### src/rtl/mdu_ctrl.sv
// mdu_ctrl: multiply/divide unit controller with architectural HI/LO.
//   clk, rst          : clock, async active-high reset
//   start, func, sign : EX-stage request (MUL/DIV), signedness
//   src_a, src_b      : operands (multiplicand/dividend, multiplier/divisor)
//   flush             : abort the operation in flight
//   hi_write/_data    : MTHI
//   lo_write/_data    : MTLO
//   stall             : hold the pipeline while the unit is working
//   hi, lo            : architectural registers
//   busy              : unit is not idle
// MUL takes one compute cycle; DIV is a 32-cycle restoring divide on
// magnitudes with sign fix-up applied in DONE; divide by zero skips to DONE.
module mdu_ctrl #(
  parameter logic [4:0] FUNC_MUL = 5'h18,
  parameter logic [4:0] FUNC_DIV = 5'h1A
) (
  input  logic        clk,
  input  logic        rst,
  input  logic        start,
  input  logic [4:0]  func,
  input  logic        sign,
  input  logic [31:0] src_a,
  input  logic [31:0] src_b,
  input  logic        flush,
  input  logic        hi_write,
  input  logic [31:0] hi_write_data,
  input  logic        lo_write,
  input  logic [31:0] lo_write_data,
  output logic        stall,
  output logic [31:0] hi,
  output logic [31:0] lo,
  output logic        busy
);

  typedef enum logic [1:0] {S_IDLE, S_MUL, S_DIV, S_DONE} state_t;

  // Captured request
  typedef struct packed {
    logic [31:0] a;      // raw src_a
    logic [31:0] b;      // raw src_b
    logic        sgn;
    logic        is_div;
    logic        div0;
    logic        neg_q;  // quotient needs negation
    logic        neg_r;  // remainder needs negation
  } req_t;

  state_t      state;
  req_t        req;
  logic [5:0]  cnt;
  logic [31:0] rem_r, quot_r;
  logic [63:0] prod_r;
  logic [31:0] hi_r, lo_r;

  logic        mul_req, div_req, accept;
  logic [31:0] a_mag_in, b_mag;
  logic [32:0] rem_sh, diff;
  logic [63:0] a_ext, b_ext;
  logic [31:0] q_fix, r_fix;

  assign mul_req = start && (func == FUNC_MUL);
  assign div_req = start && (func == FUNC_DIV);
  assign accept  = (state == S_IDLE) && (mul_req || div_req) && !flush;

  assign stall = !flush && (accept || state == S_MUL || state == S_DIV);
  assign busy  = (state != S_IDLE);
  assign hi    = hi_r;
  assign lo    = lo_r;

  assign a_mag_in = (sign && src_a[31]) ? -src_a : src_a;
  assign b_mag    = (req.sgn && req.b[31]) ? -req.b : req.b;

  // Restoring step: shift next dividend bit (kept in quot_r MSB) into rem.
  assign rem_sh = {rem_r, quot_r[31]};
  assign diff   = rem_sh - {1'b0, b_mag};

  // Low 64 bits of the extended product are correct for both signednesses.
  assign a_ext = {{32{req.sgn & req.a[31]}}, req.a};
  assign b_ext = {{32{req.sgn & req.b[31]}}, req.b};

  assign q_fix = req.neg_q ? -quot_r : quot_r;
  assign r_fix = req.neg_r ? -rem_r  : rem_r;

  always_ff @(posedge clk or posedge rst) begin
    if (rst) begin
      state  <= S_IDLE;
      req    <= '0;
      cnt    <= '0;
      rem_r  <= '0;
      quot_r <= '0;
      prod_r <= '0;
      hi_r   <= '0;
      lo_r   <= '0;
    end else begin
      // MT writes first so a coinciding DONE write below overrides them.
      if (!stall && !flush) begin
        if (hi_write) hi_r <= hi_write_data;
        if (lo_write) lo_r <= lo_write_data;
      end
      if (flush) begin
        state <= S_IDLE;
        cnt   <= '0;
      end else begin
        case (state)
          S_IDLE: if (accept) begin
            req.a      <= src_a;
            req.b      <= src_b;
            req.sgn    <= sign;
            req.is_div <= div_req;
            req.div0   <= div_req && (src_b == '0);
            req.neg_q  <= sign && (src_a[31] ^ src_b[31]);
            req.neg_r  <= sign && src_a[31];
            cnt        <= '0;
            rem_r      <= '0;
            quot_r     <= a_mag_in;
            if (!div_req)          state <= S_MUL;
            else if (src_b == '0)  state <= S_DONE;
            else                   state <= S_DIV;
          end
          S_MUL: begin
            prod_r <= a_ext * b_ext;
            state  <= S_DONE;
          end
          S_DIV: begin
            if (!diff[32]) begin
              rem_r  <= diff[31:0];
              quot_r <= {quot_r[30:0], 1'b1};
            end else begin
              rem_r  <= rem_sh[31:0];
              quot_r <= {quot_r[30:0], 1'b0};
            end
            cnt <= cnt + 6'd1;
            if (cnt == 6'd31) state <= S_DONE;
          end
          S_DONE: begin
            if (req.div0) begin
              hi_r <= req.a;
              lo_r <= 32'hFFFF_FFFF;
            end else if (req.is_div) begin
              hi_r <= r_fix;
              lo_r <= q_fix;
            end else begin
              hi_r <= prod_r[63:32];
              lo_r <= prod_r[31:0];
            end
            state <= S_IDLE;
          end
          default: state <= S_IDLE;
        endcase
      end
    end
  end

endmodule

### config.mk
export PLATFORM = sky130hd
export DESIGN_NAME = mdu_ctrl
export DESIGN_NICKNAME = d
export VERILOG_FILES = /design/src/rtl/mdu_ctrl.sv
export SDC_FILE = /design/constraint.sdc
export NUM_CORES = 2
export LEC_CHECK = 0
export CAP_MARGIN = 0
export CORE_MARGIN = 2
export CORE_UTILIZATION = 58
export DETAILED_ROUTE_END_ITERATION = 7
export PLACE_DENSITY_LB_ADDON = 0.12
export SYNTH_ARGS = -nofsm -noshare
export SYNTH_HDL_FRONTEND = slang
export SYNTH_SLANG_ARGS = --single-unit
export TNS_END_PERCENT = 100
### constraint.sdc
create_clock -name clk -period 10.4 [get_ports clk]
set_input_delay 2.6 -clock clk [delete_from_list [all_inputs] [get_ports clk]]
set_output_delay 2.6 -clock clk [all_outputs]
set_load 0.005 [all_outputs]
==> qor.tcl <==
set qor(rsz0062_at_grt) {false}
set qor(yosysSeqAreaShare_pct) 12.5
set qor(worst_path_most_repeated_cell) {fa_1}
set qor(cts_tree) {yes}
set qor(critical_path.reg2reg.endpoint) {prod_r[60]}
set qor(outcome) {completed}
set qor(final_total_negative_setup_slack_ns) 0
set qor(cts_hold_repair.buffers) 0
set qor(grt_pass1_vias) 44104
set qor(worstSetupStartpointType) {register}
set qor(hold_end) {cnt[5]}
set qor(final_hold_violation_count) 0
set qor(number_of_placed_instances_taps_included) 7229
set qor(place_area_um2) 56800
set qor(antenna_found_initial) 3
set qor(drt_via_density) 5.77
set qor(synth_top_cells_by_count) {1173 x nand2_1, 1126 x fa_1, 1103 x inv_1}
set qor(io-pin-count) 206
set qor(final_layout_size_suffix_gt1_share_pct) 3.46
set qor(synth_seq_cells) 269
set qor(final_max_slew_violation_count) 0
set qor(min_tclk_post_route_ns) 9.04
set qor(place_congestion) 0.954
set qor(hold_path_startpoint) {cnt[5]}
set qor(synthesis.area_um2) 53800
set qor(gr-usage-all-layers_pct) 34.4
set qor(clkTransAtPathRegs_ns) 0.06
set qor(postSynthCellCount) 6056
set qor(synth_flop_cell) {dfrtp_1}
set qor(max-clock-path-buffers) 3
set qor(postSynthNetCount) 7575
set qor(critical_path_class) {reg -> reg}
set qor(floorplan.die.width_um) 309
set qor(tightestPinTransition_ns) 1.24
set qor(dieArea_um2) 95200
set qor(post_cts_setup_buffers) 0
set qor(synth_edf_count) 0
set qor(worst_path_dominant_cell_family) {adder cells}
set qor(timing.fmax_mhz) 111
set qor(max_cap_violation_count) 0
set qor(worst_r2r_startpoint) {a_ext[31]}
set qor(max_slew_headroom_pct) 17.3
set qor(worst-path-max-fanout) 21
set qor(worst_skew_pair.late_latency_ns) 0.54
set qor(htree_num_levels) 2
set qor(post-synth-top-count-cell) {nand2_1}
set qor(final_cell_count_without_fillers) 7290
set qor(grtUsageMet1_pct) 46.3
set qor(n_antenna_cell) 0
set qor(dp_hpwl_um) 125000
set qor(critPathSlowestCell) {fa_1}
set qor(areaGrowthSynthToFinish_pct) 7.89
set qor(avgRoutedWirePerCell_um) 21.7
set qor(grt_max_degree) 124
set qor(cts.repair.resized) 0
set qor(ctsRootBufferMaster) {clkbuf_16}
set qor(syn_area_per_cell_um2) 8.88
set qor(floorplan.initialDensity_pct) 58.6
set qor(placement.io_buffers) 205
set qor(wire_length_of_the_first_global_routing_pass_um) 251000
set qor(routed_wl_um) 158000
set qor(drt_pass1_iterations) 6
set qor(fin_nets) 7542
set qor(met3_usage_pct) 3.82
set qor(async_reset_ff_share_pct) 100
set qor(hp-class) {reg -> reg}
set qor(final_antenna_net_count) 0
set qor(final.period_utilization_pct) 86.9
set qor(worst_ep_required_time_ns) 10.78
set qor(regToRegSetupSlack_ns) 1.36
set qor(cpPeakStageDelay_ns) 1.06
set qor(worst_path_arrival_time_ns) 9.42
set qor(drc) 0
set qor(vias) 42029
set qor(reg2regPathDepth) 26
set qor(synth.yosys.warnings) 0
set qor(yosys.area.top_type) {fa_1}
set qor(layout.core_utilization_pct) 63.2
set qor(total_number_of_clock_tree_sinks) 269
set qor(critPathBufInv) 6
set qor(cp-end-kind) {register}
set qor(core-area_um2) 91800
set qor(synth_top_area_share_pct) 41.9
set qor(timing.hold.worst_path_depth) 1
set qor(die_ht_um) 309
set qor(finClkSkew_ns) 0.0173
set qor(final_design_area_no_fill_um2) 58000
set qor(grt.met2_usage_pct) 57.2
set qor(netlist-cell-type-count) 81
set qor(floorplan.rows) 111
set qor(violation_count_after_the_first_detailed_routing_iteration) 3177
set qor(setup_viol_count_final) 0
set qor(global_route.overflow_total) 0
set qor(grt_most_used_layer) {met2}
set qor(netlist_top_cells_area) {fa_1 42%, dfrtp_1 13%, nand2_1 8.2%}
set qor(numCtsBuffers) 35
[per-layer routing]
metal  share of wire (%)  up-vias  wire (um)
met1                  40    21559      63100
met4                 4.8        0       7620
li1                    -    18367          -
met2                  48     1777      76100
met5                   0        -          0
met3                 7.1      326      11100
[worst register-to-register path, delay by kind of cell (launching register included)]
kind            cells  cell delay, ns
flops               1            0.71
simple gates        4            0.81
xor+xnor            1            0.17
fa+ha+maj           9            5.06
compound gates      6            1.03
buf+inv             6            1.09
[registers in the layout (all words and copies together) (netlist names)]
| name | cells |
|---|---|
| a_ext | 32 |
| cnt | 6 |
| prod_r | 64 |
| req | 5 |
| state | 2 |
| b_ext | 32 |
| hi | 32 |
| lo | 32 |
| quot_r | 32 |
| rem_r | 32 |
[cell type report]
cell class / instances / area [um^2]
sequential: 269 / 6740
fill: 7900 / 33800
timing repair buffer: 313 / 2880
inverter: 1104 / 4150
clock buffer: 49 / 1030
tap: 1243 / 1560
clock inverter: 12 / 184
multi-input combinational: 4300 / 41500
[through the flow]
| stage | setup WS, ns | hold slack [ns] |
|---|---|---|
| floorplan | 0.390 | 0.438 |
| global placement | 1.52 | 0.458 |
| detailed placement | 1.41 | 0.464 |
| CTS | 1.36 | 0.479 |
| global route | 0.717 | 0.492 |
| finish | 1.36 | 0.475 |
[how the worst max path moves through the flow]
stage / from / endpoint / slack (ns) / cells after the start
4_1_cts: a_ext[31] / prod_r[60] / 1.36 / 26
6_report: a_ext[31] / prod_r[60] / 1.36 / 26
5_1_grt: a_ext[31] / prod_r[63] / 0.72 / 27
3_5_place_dp: a_ext[31] / prod_r[60] / 1.41 / 26
2_1_floorplan: rst / a_ext[0] / 0.39 / 1
3_3_place_gp: b_ext[12] / prod_r[60] / 1.52 / 24
[placed cells by master (no fill, tap or decap), types with 27 or more instances in the layout]
master / instances
fa_1: 1126
o211ai_1: 34
and2_1: 346
a211oi_1: 64
a21oi_1: 185
nor3_1: 32
xor2_1: 108
buf_4: 107
o31ai_1: 27
o21ai_0: 183
clkbuf_16: 36
clkdlybuf4s50_1: 205
o21ai_1: 33
inv_1: 1102
dfrtp_1: 266
nand3_1: 31
a21o_1: 44
ha_1: 252
nor2_1: 163
nand2_1: 1172
xnor2_1: 102
and3_1: 30
mux2i_1: 58
[kinds of logic after synthesis]
logic type	share of synthesized area [%]
simple gates	16.1
buf+inv	10.4
fa+ha+maj	47.8
compound gates	8.56
flops	12.5
xor+xnor	3.42
mux	1.25
Power is left out: the tool's default activity adds up to more than one toggle a clock period on the data nets, which glitch-free logic cannot reach.
